==> src/rtl/cpu_pkg.sv <==
// cpu_pkg: shared types and constants for the multicycle CPU control core.
// Contents: controller state enum, special opcodes, condition codes and
// instruction field positions/widths.
package cpu_pkg;

  localparam int unsigned INSTR_W  = 32;
  localparam int unsigned COND_W   = 4;
  localparam int unsigned OP_W     = 4;
  localparam int unsigned REG_W    = 4;
  localparam int unsigned SHAMT_W  = 5;
  localparam int unsigned SHCTRL_W = 3;
  localparam int unsigned IMM_W    = 16;
  localparam int unsigned NZCV_W   = 4;

  // Instruction field LSB positions (imm overlaps rs1/rs2/shamt by design)
  localparam int unsigned COND_LSB   = 28;
  localparam int unsigned OP_LSB     = 24;
  localparam int unsigned S_BIT      = 23;
  localparam int unsigned RD_LSB     = 19;
  localparam int unsigned RS1_LSB    = 15;
  localparam int unsigned RS2_LSB    = 11;
  localparam int unsigned SHAMT_LSB  = 6;
  localparam int unsigned SHCTRL_LSB = 0;
  localparam int unsigned IMM_LSB    = 3;

  // NZCV bit positions inside the flag nibble
  localparam int unsigned FLAG_N = 3;
  localparam int unsigned FLAG_Z = 2;
  localparam int unsigned FLAG_C = 1;
  localparam int unsigned FLAG_V = 0;

  // Opcodes the controller handles itself; all others go to the ALU
  localparam logic [OP_W-1:0] OP_LDR = 4'hD;
  localparam logic [OP_W-1:0] OP_STR = 4'hE;
  localparam logic [OP_W-1:0] OP_B   = 4'hF;

  localparam logic [COND_W-1:0] COND_AL = 4'h0;
  localparam logic [COND_W-1:0] COND_EQ = 4'h1;
  localparam logic [COND_W-1:0] COND_NE = 4'h2;
  localparam logic [COND_W-1:0] COND_CS = 4'h3;
  localparam logic [COND_W-1:0] COND_CC = 4'h4;
  localparam logic [COND_W-1:0] COND_MI = 4'h5;
  localparam logic [COND_W-1:0] COND_PL = 4'h6;
  localparam logic [COND_W-1:0] COND_VS = 4'h7;
  localparam logic [COND_W-1:0] COND_VC = 4'h8;
  localparam logic [COND_W-1:0] COND_HI = 4'h9;
  localparam logic [COND_W-1:0] COND_LS = 4'hA;
  localparam logic [COND_W-1:0] COND_GE = 4'hB;
  localparam logic [COND_W-1:0] COND_LT = 4'hC;
  localparam logic [COND_W-1:0] COND_GT = 4'hD;
  localparam logic [COND_W-1:0] COND_LE = 4'hE;
  localparam logic [COND_W-1:0] COND_NV = 4'hF;

  typedef enum logic [2:0] {
    ST_LOAD    = 3'd0,
    ST_FETCH   = 3'd1,
    ST_DECODE  = 3'd2,
    ST_EXECUTE = 3'd3,
    ST_MEM     = 3'd4
  } state_t;

endpackage

==> src/rtl/cpu_cond_check.sv <==
// cpu_cond_check: combinational condition-code evaluation.
// Ports: cond (4-bit condition code), nzcv (current flags),
//        pass_c (1 = instruction should execute).
module cpu_cond_check
  import cpu_pkg::*;
(
  input  logic [COND_W-1:0] cond,
  input  logic [NZCV_W-1:0] nzcv,
  output logic              pass_c
);

  logic n, z, c, v;

  assign n = nzcv[FLAG_N];
  assign z = nzcv[FLAG_Z];
  assign c = nzcv[FLAG_C];
  assign v = nzcv[FLAG_V];

  always_comb begin
    pass_c = 1'b0;
    case (cond)
      COND_AL: pass_c = 1'b1;
      COND_EQ: pass_c = z;
      COND_NE: pass_c = !z;
      COND_CS: pass_c = c;
      COND_CC: pass_c = !c;
      COND_MI: pass_c = n;
      COND_PL: pass_c = !n;
      COND_VS: pass_c = v;
      COND_VC: pass_c = !v;
      COND_HI: pass_c = c && !z;
      COND_LS: pass_c = !c || z;
      COND_GE: pass_c = (n == v);
      COND_LT: pass_c = (n != v);
      COND_GT: pass_c = !z && (n == v);
      COND_LE: pass_c = z || (n != v);
      COND_NV: pass_c = 1'b0;
      default: pass_c = 1'b0;
    endcase
  end

endmodule

==> src/rtl/cpu_seq_core.sv <==
// cpu_seq_core: multicycle CPU control core (PC, IR, NZCV, LOAD/FETCH/
// DECODE/EXECUTE/MEM sequencing) driving an external register file, ALU and
// a req/ready memory port.
// Ports: clk/rst (async active-low); mem_* memory handshake; rd/rs1/rs2_idx,
//        rs1/rs2_data, rf_we, rf_wsel register file; opcode/s/shamt/shctrl/
//        imm/alu_flags ALU; flags architectural NZCV; busy (low only in LOAD).
// Optional: define CPU_PERF_CNT_EN to add cycle_cnt and instr_cnt outputs.
module cpu_seq_core
  import cpu_pkg::*;
#(
  parameter int unsigned DATA_W   = 32,
  parameter int unsigned ADDR_W   = 16,
  parameter int unsigned RESET_PC = 0
) (
  input  logic                clk,
  input  logic                rst,
  output logic                mem_req,
  output logic                mem_we,
  output logic [ADDR_W-1:0]   mem_addr,
  output logic [DATA_W-1:0]   mem_wdata,
  input  logic [DATA_W-1:0]   mem_rdata,
  input  logic                mem_ready,
  output logic [REG_W-1:0]    rd_idx,
  output logic [REG_W-1:0]    rs1_idx,
  output logic [REG_W-1:0]    rs2_idx,
  input  logic [DATA_W-1:0]   rs1_data,
  input  logic [DATA_W-1:0]   rs2_data,
  output logic                rf_we,
  output logic                rf_wsel,
  output logic [OP_W-1:0]     opcode,
  output logic                s,
  output logic [SHAMT_W-1:0]  shamt,
  output logic [SHCTRL_W-1:0] shctrl,
  output logic [IMM_W-1:0]    imm,
  input  logic [NZCV_W-1:0]   alu_flags,
  output logic [NZCV_W-1:0]   flags,
  output logic                busy
`ifdef CPU_PERF_CNT_EN
  ,
  output logic [31:0]         cycle_cnt,
  output logic [31:0]         instr_cnt
`endif
);

  localparam logic [ADDR_W-1:0] RESET_PC_A = ADDR_W'(RESET_PC);
  localparam logic [ADDR_W-1:0] PC_ONE     = ADDR_W'(1);

  state_t               state, state_nxt;
  logic [ADDR_W-1:0]    pc, pc_nxt;
  logic [INSTR_W-1:0]   ir, ir_nxt;
  logic [NZCV_W-1:0]    flags_nxt;
  logic [COND_W-1:0]    ir_cond;
  logic [REG_W-1:0]     ir_rd;
  logic [REG_W-1:0]     ir_rs1;
  logic                 cond_pass_c;
  logic                 unused_bits;

  // Instruction fields decoded straight from IR (zero while IR is reset)
  assign ir_cond = ir[COND_LSB +: COND_W];
  assign ir_rd   = ir[RD_LSB +: REG_W];
  assign ir_rs1  = ir[RS1_LSB +: REG_W];
  assign opcode  = ir[OP_LSB +: OP_W];
  assign s       = ir[S_BIT];
  assign rs1_idx = ir_rs1;
  assign rs2_idx = ir[RS2_LSB +: REG_W];
  assign shamt   = ir[SHAMT_LSB +: SHAMT_W];
  assign shctrl  = ir[SHCTRL_LSB +: SHCTRL_W];
  assign imm     = ir[IMM_LSB +: IMM_W];
  assign busy    = (state != ST_LOAD);

  // Upper data bits beyond the instruction/address width are intentionally dropped
  assign unused_bits = ^{mem_rdata, rs2_data};

  cpu_cond_check u_cond (
    .cond   (ir_cond),
    .nzcv   (flags),
    .pass_c (cond_pass_c)
  );

  // State and architectural registers
  always_ff @(posedge clk or negedge rst) begin
    if (!rst) begin
      state <= ST_LOAD;
      pc    <= RESET_PC_A;
      ir    <= '0;
      flags <= '0;
    end else begin
      state <= state_nxt;
      pc    <= pc_nxt;
      ir    <= ir_nxt;
      flags <= flags_nxt;
    end
  end

  // Next-state, register updates and handshake outputs
  always_comb begin
    state_nxt = state;
    pc_nxt    = pc;
    ir_nxt    = ir;
    flags_nxt = flags;
    mem_req   = 1'b0;
    mem_we    = 1'b0;
    mem_addr  = '0;
    mem_wdata = '0;
    rd_idx    = ir_rd;
    rf_we     = 1'b0;
    rf_wsel   = 1'b0;

    case (state)
      ST_LOAD: begin
        state_nxt = ST_FETCH;
      end

      ST_FETCH: begin
        mem_req  = 1'b1;
        mem_addr = pc;
        if (mem_ready) begin
          ir_nxt    = mem_rdata[INSTR_W-1:0];
          state_nxt = ST_DECODE;
        end
      end

      ST_DECODE: begin
        if (!cond_pass_c) begin
          // Skipped instruction retires here without touching RF or flags
          pc_nxt    = pc + PC_ONE;
          state_nxt = ST_FETCH;
        end else if (opcode == OP_LDR || opcode == OP_STR) begin
          state_nxt = ST_MEM;
        end else begin
          state_nxt = ST_EXECUTE;
        end
      end

      ST_EXECUTE: begin
        state_nxt = ST_FETCH;
        if (opcode == OP_B) begin
          pc_nxt = ADDR_W'(imm);
        end else begin
          rf_we  = 1'b1;
          pc_nxt = pc + PC_ONE;
          if (s) begin
            flags_nxt = alu_flags;
          end
        end
      end

      ST_MEM: begin
        mem_req  = 1'b1;
        mem_addr = rs2_data[ADDR_W-1:0];
        if (opcode == OP_STR) begin
          mem_we    = 1'b1;
          mem_wdata = rs1_data;
        end else begin
          // LDR targets the register named in the rs1 field
          rd_idx  = ir_rs1;
          rf_wsel = 1'b1;
          rf_we   = mem_ready;
        end
        if (mem_ready) begin
          pc_nxt    = pc + PC_ONE;
          state_nxt = ST_FETCH;
        end
      end

      default: begin
        state_nxt = ST_LOAD;
      end
    endcase
  end

`ifdef CPU_PERF_CNT_EN
  // Performance counters: active cycles and retired instructions
  always_ff @(posedge clk or negedge rst) begin
    if (!rst) begin
      cycle_cnt <= '0;
      instr_cnt <= '0;
    end else begin
      if (state != ST_LOAD) begin
        cycle_cnt <= cycle_cnt + 32'd1;
      end
      if ((state == ST_DECODE && !cond_pass_c) ||
          (state == ST_EXECUTE) ||
          (state == ST_MEM && mem_ready)) begin
        instr_cnt <= instr_cnt + 32'd1;
      end
    end
  end
`endif

endmodule

==> config.mk <==
export PLATFORM = sky130hd
export DESIGN_NAME = cpu_seq_core
export DESIGN_NICKNAME = d
export VERILOG_FILES = /design/src/rtl/cpu_pkg.sv /design/src/rtl/cpu_cond_check.sv /design/src/rtl/cpu_seq_core.sv
export SDC_FILE = /design/constraint.sdc
export NUM_CORES = 1
export LEC_CHECK = 0
export CORE_MARGIN = 5
export CORE_UTILIZATION = 35
export DETAILED_ROUTE_END_ITERATION = 7
export PLACE_DENSITY_LB_ADDON = 0.1
export SYNTH_ARGS = -nofsm -noshare
export SYNTH_HDL_FRONTEND = slang
export SYNTH_SLANG_ARGS = --single-unit
==> constraint.sdc <==
create_clock -name clk -period 1.9 [get_ports clk]
set_input_delay 0.19 -clock clk [delete_from_list [all_inputs] [get_ports clk]]
set_output_delay 0.19 -clock clk [all_outputs]
set_load 0.02 [all_outputs]
==> impl_metrics.py <==
metrics = {
    "clock_tree": {
        "cts_inserted_buffers": 5,
        "clk_pin_slew_ns": 0.11,
        "cts_root_buffer": "clkbuf_8",
        "htreeDepth": 2,
        "cts_buffer_depth": 2,
        "cts_sinks": 55,
        "tritoncts": "built",
        "clk_latency_ns": 0.31,
    },
    "timing": {
        "tightest_slew_ns": 0.522,
        "grt_setup_unrepaired": "true",
        "timing.hold.ws_ns": 0.373,
        "slew_violations": 0,
        "setup_viol": 2,
        "skew_ns": 0.00957,
        "layout_min_cycle_time_ns": 1.95,
        "hold_viol_final": 0,
        "finalCritPeriodShare": 1.03,
        "fmax_ghz": 0.512,
        "slew_headroom": 0.652,
        "setup_ws_ns": -0.0549,
    },
    "floorplan": {
        "start_util": 0.354,
        "row_count": 37,
        "die_w_um": 112,
        "dieArea_um2": 12400,
        "dieHeight_um": 112,
        "num_io_pins": 201,
        "coreArea_um2": 10200,
    },
    "cells_and_area": {
        "num_antenna_cells": 0,
        "area_growth_pct": 71.7,
        "fin_nets": 681,
        "final_layout_size_suffix_gt1_frac": 0.410,
    },
    "placement": {
        "port_buffers": 184,
        "dp_hpwl_um": 9350,
        "pre_cts_ws_ns": -0.152,
        "place_congestion": 0.866,
    },
    "synth": {
        "yosys-top-cells-count": "dfrtp_1 (55), mux2_2 (40), and2_1 (39)",
        "ys_seq_area_frac": 0.382,
        "yosysTopAreaCell": "dfrtp_1",
        "syn_inst": 378,
        "synth_area_per_cell_um2": 9.54,
        "synth_ff_type": "dfrtp_1",
        "synth_nets": 482,
        "synth_area_leaders": "dfrtp_1 (38%), mux2_2 (12%), buf_4 (7.7%)",
        "synth_edf_count": 0,
        "synth.most_common_cell": "dfrtp_1",
        "synthArstFlopShare": 1.00,
        "synth_area_um2": 3610,
        "ys_ff_latch": 55,
        "synth.distinct_cells": 55,
        "yosysTopAreaCellShare": 0.382,
        "yosysWarnings": 0,
    },
    "detailed_routing": {
        "drt-vias-per-instance": 5.19,
        "wl_per_cell_um": 17.8,
        "postRouteAntennaNets": 0,
        "wl_um": 12700,
        "drc": 0,
        "via_count": 3708,
        "dr.pass1.iters": 4,
        "drt-initial-drc-count": 206,
    },
    "critical_path": {
        "reg2regPathDepth": 6,
        "critPathCaptureType": "register",
        "cp_common_cell": "mux2_4",
        "critical_path.top_delay_family": "compound AO/OA/AOI/OAI gates",
        "critPathMaxStageDelay_ns": 0.49,
        "path_max_fanout": 7,
        "reg2reg_slack_ns": -0.05,
        "r2r-end": "pc[1]",
        "crit_slowest_cell": "dfrtp_2",
        "cp.arrival_ns": 2.16,
        "path_class": "reg2reg",
        "timing.rr.start": "ir[29]",
        "worst-path-buf-inv": 0,
        "crit_required_ns": 2.11,
        "path_cells": "mux2_4 -> o211ai_1 -> o311a_4 -> a31oi_4 -> o21ai_4 -> mux2_4",
        "critPathLaunchType": "register",
    },
    "power_and_ir_drop": {
        "switching_share": 0.431,
        "powerDensity_nw_per_um2": 1500,
        "internal-power_mw": 5.30,
        "p_switching_mw": 4.01,
        "leakage_nw": 2.67,
        "p_clk_frac": 0.075,
        "max-vdd-ir-drop_mv": 0.618,
        "comb_power_share": 0.668,
        "seq_power_share": 0.257,
    },
    "min_path": {
        "min_path_type": "in2async",
    },
    "grt": {
        "overflow": 0,
        "grt_pass1_vias": 3936,
        "grt_antenna_before_repair": 0,
        "grt_use_total": 0.190,
        "grt_start_max_net_pins": 36,
        "grt_first_pass_wirelength_um": 19500,
    },
    "status": {
        "status": "complete, but fails checks",
        "failed_checks": "negative setup slack",
    },
    "flow_run": {
        "drv_cap": 0,
    },
}
per-stage QoR:
step / std cells / TNS (ns) / instance area, µm² / total power [mW] / util
after global routing: 714 / -3.80 / 6190 / 9.87 / 0.608
after floorplan: 378 / -0.0601 / 3630 / 5.77 / -
after detailed placement: 692 / -4.47 / 5720 / 8.07 / 0.562
final: 714 / -0.0815 / 6190 / 9.31 / 0.608
after global placement: 692 / -4.43 / 5720 / 7.97 / 0.562
after CTS: 707 / -0.179 / 5900 / 8.89 / 0.579
layout by cell type (no fill, tap or decap), types with 7 or more instances in the layout:
master             n
a22o_1            17
buf_6             37
buf_2             18
nand3_1           10
clkdlybuf4s50_1  126
nand2_1           20
buf_4             56
o21ai_0           12
mux2_2            35
nor2_1            15
and2_1            19
dfrtp_1           48
dfrtp_2            7
and2_4            20
a21oi_1           15
how the worst max path moves through the flow:
stage | start | endpoint | slack, ns | depth (start not counted)
5_1_grt | ir[30] | pc[1] | -0.13 | 6
6_report | ir[29] | pc[1] | -0.05 | 6
2_1_floorplan | flags[2] | pc[1] | -0.03 | 6
3_3_place_gp | ir[24] | mem_wdata[19] | -0.13 | 5
3_5_place_dp | state[0] | rd_idx[2] | -0.15 | 5
4_1_cts | ir[24] | rd_idx[2] | -0.12 | 5
state kept, by name, summed over array words and instances (netlist names):
name,count
flags,4
ir,32
pc,16
state,3
power by group through the flow:
stage / Sequential [mW] / Clock (mW) / Combinational (mW)
final: 2.39 / 0.698 / 6.22
after floorplan: 2.29 / 0 / 3.47
after global routing: 2.49 / 0.774 / 6.61
after global placement: 2.35 / 0 / 5.62
after CTS: 2.36 / 0.724 / 5.80
after detailed placement: 2.37 / 0 / 5.70
metal layers:
layer	up-vias	routed length, µm	track usage
met5	-	0	0
li1	1739	-	-
met2	162	6480	0.341
met1	1794	5000	0.218
met3	13	1060	0.0668
met4	0	156	0.0438
cell type report:
class	instances	area [µm²]
Sequential cell	55	1390
Tap cell	136	170
Fill cell	854	3990
Clock buffer	7	86.3
Timing Repair Buffer	250	2410
Clock inverter	1	8.76
Inverter	7	26.3
Multi-Input combinational cell	258	2100
worst register-to-register path, cell delays in order, from the launching register on:
cell and delay (ns):
dfrtp_2 0.49, mux2_4 0.29, o211ai_1 0.11, o311a_4 0.26
a31oi_4 0.16, o21ai_4 0.24, mux2_4 0.32
logic make-up after synthesis:
logic type / Yosys count / synth area share
adder cells (fa/ha/maj): 1 / 0.00347
flip-flops: 55 / 0.382
AO/OA/AOI/OAI: 86 / 0.179
AND/OR/NAND/NOR: 127 / 0.187
multiplexers: 42 / 0.130
XOR/XNOR: 2 / 0.00486
buffers and inverters: 65 / 0.113
what timing repair did:
action                                  4_1_cts  5_1_grt
endpoints found under the setup margin       74       95
pin swaps                                    11       21
hold buffers                                  1        0
gates resized for setup                     264      100
endpoints found under the hold margin        20        0
cloned                                        1        2
buffers inserted                              5        5
(Power assumes the default switching activity.)
==> patch 1: new RTL, same settings <==
Register the output `flags` once more, cleared by the reset; this adds one clock of latency there. The other outputs are not delayed to match.
--- a/src/rtl/cpu_seq_core.sv
+++ b/src/rtl/cpu_seq_core.sv
@@ -47,2 +47,4 @@
 
+  logic [NZCV_W-1:0] flags_s0;
+
   state_t               state, state_nxt;
@@ -75,3 +77,3 @@
     .cond   (ir_cond),
-    .nzcv   (flags),
+    .nzcv   (flags_s0),
     .pass_c (cond_pass_c)
@@ -85,3 +87,3 @@
       ir    <= '0;
-      flags <= '0;
+      flags_s0 <= '0;
     end else begin
@@ -90,3 +92,3 @@
       ir    <= ir_nxt;
-      flags <= flags_nxt;
+      flags_s0 <= flags_nxt;
     end
@@ -99,3 +101,3 @@
     ir_nxt    = ir;
-    flags_nxt = flags;
+    flags_nxt = flags_s0;
     mem_req   = 1'b0;
@@ -190,2 +192,10 @@
 
+  always_ff @(posedge clk or negedge rst) begin
+    if (!rst) begin
+      flags <= '0;
+    end else begin
+      flags <= flags_s0;
+    end
+  end
+
 endmodule
Behaviour: not the same (a bounded check fails within 10 cycles, from zero or initial values and one cycle with rst low).
==> patch 1 against the original RTL <==
The flow still finishes with violations (negative setup slack). Synthesized area up 2.7%. Wire length down 8.1%. Worst setup slack worse by 0.017 ns. Total power up 2.1%. Sequential cell count up 4. Clock power up 39%. First-iteration DRC count down 17%. Final area down 1.3%. Core utilization down 1.6 points. Fmax down 0.86%. Sequential power up 2%. Critical path type is now reg2out. Highest routed layer unchanged.
==> patch 1: results (changes against the original RTL) <==
Pwr
  – P_leak: 2.61 nW (-2.5%)
  – Logic power comb: 6.11 mW (-2%)
  – Sequential share of power: 25.5% (-0.2 points)
  – Internal: 5.47 mW (+3.2%)
  – Worst vdd ir: 0.703 mV (+14%)
  – Part of the power in combinational logic: 64.3% (-2.5 points)

Logic synthesis
  – Distinct cell type count after synthesis: 50 (-9.1%)
  – Synth area leaders: dfrtp_1, mux2_2, buf_4, and2_1, a22o_1
  – Sequential cell area fraction in the yosys report: 39.9% (+1.7 points)
  – Synth Instances: 362 (-4.2%)
  – Syn Nets: 466 (-3.3%)
  – Synth top cells by count: dfrtp_1, mux2_2, buf_4, and2_1, a22o_1

Timing
  – Setup Skew: 0.0103 ns (+0.000735 ns)
  – Final worst slack: -0.0718 ns (-0.0169 ns)
  – Setup TNS: -0.195 ns (-0.113 ns)
  – Worst Hold Margin: 0.394 ns (+0.0209 ns)
  – Slew HR: 73.6% (+8.4 points)
  – Final setup fails: 3 (+1)

Route
  – Starting DRC count in detailed routing: 170 (-17%)
  – DR vias: 3,452 (-6.9%)
  – DR pass1 iterations: 6 (+2)
  – Drt total wl: 11,700 um (-8.1%)

Placement
  – RePlAce Congestion: 0.888 (+2.4%)
  – Post-Place Setup Slack: -0.175 ns (-0.0233 ns)
  – Cells after DPL: 669 (-3.3%)
  – Hpwl dp: 8970 um (-4.1%)
  – Port bufs: 184 (unchanged)
  – Placed cell area: 5740 um2 (+0.37%)

Clock network
  – Htree depth: 3 (+1)
  – Root Buffer: clkbuf_8
  – Resized Gates After CTS: 240 (-9.1%)
  – Worst-Skew Late Latency: 0.34 ns (+0.03 ns)
  – Hold-fix buffers, CTS: 1 (unchanged)
  – CTS Buf Count: 9 (+4)
  – Clk slew on worst S/H paths: 0.07 ns (-0.04 ns)
  – Post CTS Setup Buffer Count: 6 (+1)

Setup path
  – Register-to-Register Path Depth: 7 (+1)
  – FF-to-FF setup slack: 0.01 ns (+0.06 ns)
  – CP startpoint: state[1]$_DFFE_PN0P_
  – Crit path max fanout: 4 (-3)
  – Capturing point of the worst reg2reg path: pc[0]$_DFFE_PN0P_
  – Reg-to-Reg Start: flags_s0[2]$_DFFE_PN0P_
  – Critical path endpoint: rd_idx[3]
  – Crit path DAT: 1.78 ns (-0.38 ns)

Layout
  – Largest regs: ir x32, pc x16
  – Final Net Count: 659 (-3.2%)
  – Share of cells above drive strength 1: 36.9% (-4.2 points)
  – Max reg flops: 32 (unchanged)
  – Layout Cells excl Fill: 695 (-2.7%)

Global routing
  – GRT Total Usage: 17.9% (-1.2 points)
  – First-pass GRT wire length: 18,300 um (-6.1%)
  – Initial antenna violation count: 0 (unchanged)
  – Largest net degree at the start of global routing: 34 (-5.6%)

Outcome
  – Outcome: finished with violations
  – Violated checks: negative setup slack
[patch 1: worst max-delay path: stages, from the launching register on]
cell	delay (ns)
dfrtp_1	0.39
nor3b_2	0.22
buf_4	0.20
nand2_8	0.07
buf_4	0.13
mux2_4	0.29
buf_6	0.13
[patch 1: cell type report]
class / instances / area (um2)
inverters: 7 / 26.3
clock buffers: 10 / 128
well taps: 136 / 170
multi-input cells: 238 / 1950
fillers: 933 / 4210
repair buffers: 240 / 2320
clock inverters: 5 / 31.3
flip-flops and latches: 59 / 1480
[patch 1: routing by layer]
metal  vias up  GRT usage, %  wire [um]
met1      1673          21.7       4930
li1       1650             -          -
met4         0          3.93        110
met3        10          5.72        765
met2       119          30.9       5860
met5         -             0          0
[patch 1: kinds of logic after synthesis]
kind of cell / Yosys count / synth area share, %
simple gates: 108 / 16.9
buf+inv: 65 / 11.2
xor+xnor: 2 / 0.473
fa+ha+maj: 1 / 0.338
flops: 59 / 39.9
compound gates: 87 / 19.1
mux: 40 / 12.1
==> patch 2: new RTL, same settings <==
Without the edit above. Add a define of `CPU_PERF_CNT_EN`.
--- a/src/rtl/cpu_seq_core.sv
+++ b/src/rtl/cpu_seq_core.sv
@@ -7,2 +7,4 @@
 // Optional: define CPU_PERF_CNT_EN to add cycle_cnt and instr_cnt outputs.
+`define CPU_PERF_CNT_EN
+
 module cpu_seq_core
Function (old outputs only; new: cycle_cnt and instr_cnt): kept (equiv_simple and equiv_induct, registers matched by name and starting in step).
==> patch 2 against the original RTL <==
The flow still finishes with violations (negative setup slack). Final area grew 78%. Clock skew shrank 0.0013 ns. Total power increased by 66%. Critical path type is now reg2out. Worst setup slack worse by 0.22 ns. Wire length rose by 72%. Sequential cell count is 64 higher. Synthesized area is 75% higher. Sequential share of layout area is 4.7 points higher.
==> patch 2: results (changes against the original RTL) <==
Timing
  – Setup TNS: -16.29 ns (-16.20 ns)
  – Setup Skew: 0.00831 ns (-0.00126 ns)
  – Final setup fails: 106 (+104)
  – Final worst slack: -0.278 ns (-0.223 ns)
  – Worst Hold Margin: 0.291 ns (-0.0828 ns)
  – Slew HR: 65.8% (+0.57 points)

Clock network
  – Root Buffer: clkbuf_16
  – Resized Gates After CTS: 380 (+44%)
  – CTS Buf Count: 17 (+12)
  – Worst-Skew Late Latency: 0.41 ns (+0.10 ns)
  – Clk slew on worst S/H paths: 0.06 ns (-0.05 ns)
  – Htree depth: 4 (+2)

Outcome
  – Violated checks: negative setup slack
  – Outcome: finished with violations

Logic synthesis
  – Synth Area in Compound Gates: 8.92% (-9.0 points)
  – Synth area leaders: dfrtp_1, xnor2_1, mux2_2, and3_1, buf_4
  – XOR/XNOR share of the synthesized area: 8.86% (+8.4 points)
  – Synth Instances: 607 (+61%)
  – Post-Synth Adder-Cell Area: 0.593% (+0.25 points)
  – Mux cell area share after synthesis: 7.30% (-5.7 points)
  – Syn Nets: 713 (+48%)
  – Distinct cell type count after synthesis: 54 (-1.8%)

Layout
  – Largest regs: cycle_cnt x32, instr_cnt x32, ir x32
  – Share of cells above drive strength 1: 36.2% (-4.8 points)
  – Layout Cells excl Fill: 1,162 (+63%)
  – Fill cell total of the finished layout: 1,418 (+66%)

Setup path
  – CP max stage delay: 0.40 ns (-0.09 ns)
  – Reg-to-Reg Start: ir[30]$_DFFE_PN0P_
  – Register-to-Register Path Depth: 8 (+2)
  – FF-to-FF setup slack: -0.26 ns (-0.21 ns)
  – Cell family contributing the most delay on the critical path: simple AND/OR/NAND/NOR gates
  – Slowest CP cell: or3_4
  – Crit path max fanout: 5 (-2)
  – Capturing point of the worst reg2reg path: instr_cnt[9]$_DFFE_PN0P_

Placement
  – Hpwl dp: 14,400 um (+54%)
  – Port bufs: 248 (+35%)
  – RePlAce Congestion: 0.851 (-1.8%)
  – Post-Place Setup Slack: -0.293 ns (-0.141 ns)
  – Cells after DPL: 1,090 (+58%)
  – Placed cell area: 9370 um2 (+64%)

Global routing
  – First-pass GRT wire length: 33,000 um (+69%)
  – GRT Total Usage: 20.2% (+1.1 points)
  – Met3 usage: 4.79% (-1.9 points)
  – Met2 GRT Util: 32.8% (-1.4 points)
  – Largest net degree at the start of global routing: 41 (+14%)
  – Vias in the first global route: 5,970 (+52%)
  – Met1 Usage GRT: 27.2% (+5.4 points)
  – Initial antenna violation count: 1 (+1)

Pwr
  – P_leak: 4.76 nW (+78%)
  – Worst vdd ir: 0.905 mV (+47%)

Route
  – Vias per inst: 5.05 (-2.7%)
  – Drt total wl: 21,800 um (+72%)
  – Routed met1 length: 9460 um (+89%)
  – Routed met2 length: 11,000 um (+69%)
  – Routed length on met3: 978 um (-8.0%)
  – Starting DRC count in detailed routing: 264 (+28%)
patch 2: changes by cell type after synthesis, moves of 5 or more:
cell and delta:
and3_1 +47, nand2_1 +20, xnor2_1 +55, nand4_1 +22
and4_1 +8, xor2_1 +7, nand3_1 +18, clkbuf_1 +5
buf_2 +5, nor2_1 +6, a21oi_1 +7, dfrtp_1 +64
and2_1 -24
patch 2: how the worst max path moves through the flow:
stage	startpoint	to	slack (ns)
after floorplan	flags[2]$_DFFE_PN0P_	instr_cnt[17]$_DFFE_PN0P_	-0.20
after global placement	state[1]$_DFFE_PN0P_	rd_idx[0]	-0.24
after detailed placement	ir[28]$_DFFE_PN0P_	instr_cnt[9]$_DFFE_PN0P_	-0.29
after CTS	ir[28]$_DFFE_PN0P_	instr_cnt[9]$_DFFE_PN0P_	-0.27
after global routing	ir[28]$_DFFE_PN0P_	instr_cnt[8]$_DFFE_PN0P_	-0.37
final	state[2]$_DFFE_PN0P_	rd_idx[0]	-0.28
patch 2: final cells by class:
type	count	area, um2	share of cell area (%)
Timing Repair Buffer	362	3800	34.5
Clock inverter	14	149	1.35
Multi-Input combinational cell	413	3330	30.2
Inverter	6	22.5	0.204
Antenna cell	1	2.50	0.0227
Sequential cell	119	2990	27.1
Tap cell	229	287	2.60
Clock buffer	18	439	3.98
patch 2: kinds of logic (layout without fill, tap and decap cells):
family / count (synthesis) / in the layout
mux: 41 / 41
xor+xnor: 64 / 64
other cells: 0 / 1
flops: 119 / 119
compound gates: 82 / 82
fa+ha+maj: 3 / 3
buf+inv: 75 / 400
simple gates: 223 / 223
patch 2: power by group:
part | switching [mW] | leakage [nW] | internal, mW
clock network | 1.19 | 0.279 | 1.97
registers | 0.759 | 1.51 | 3.26
logic | 3.93 | 2.97 | 4.36
total | 5.88 | 4.76 | 9.59
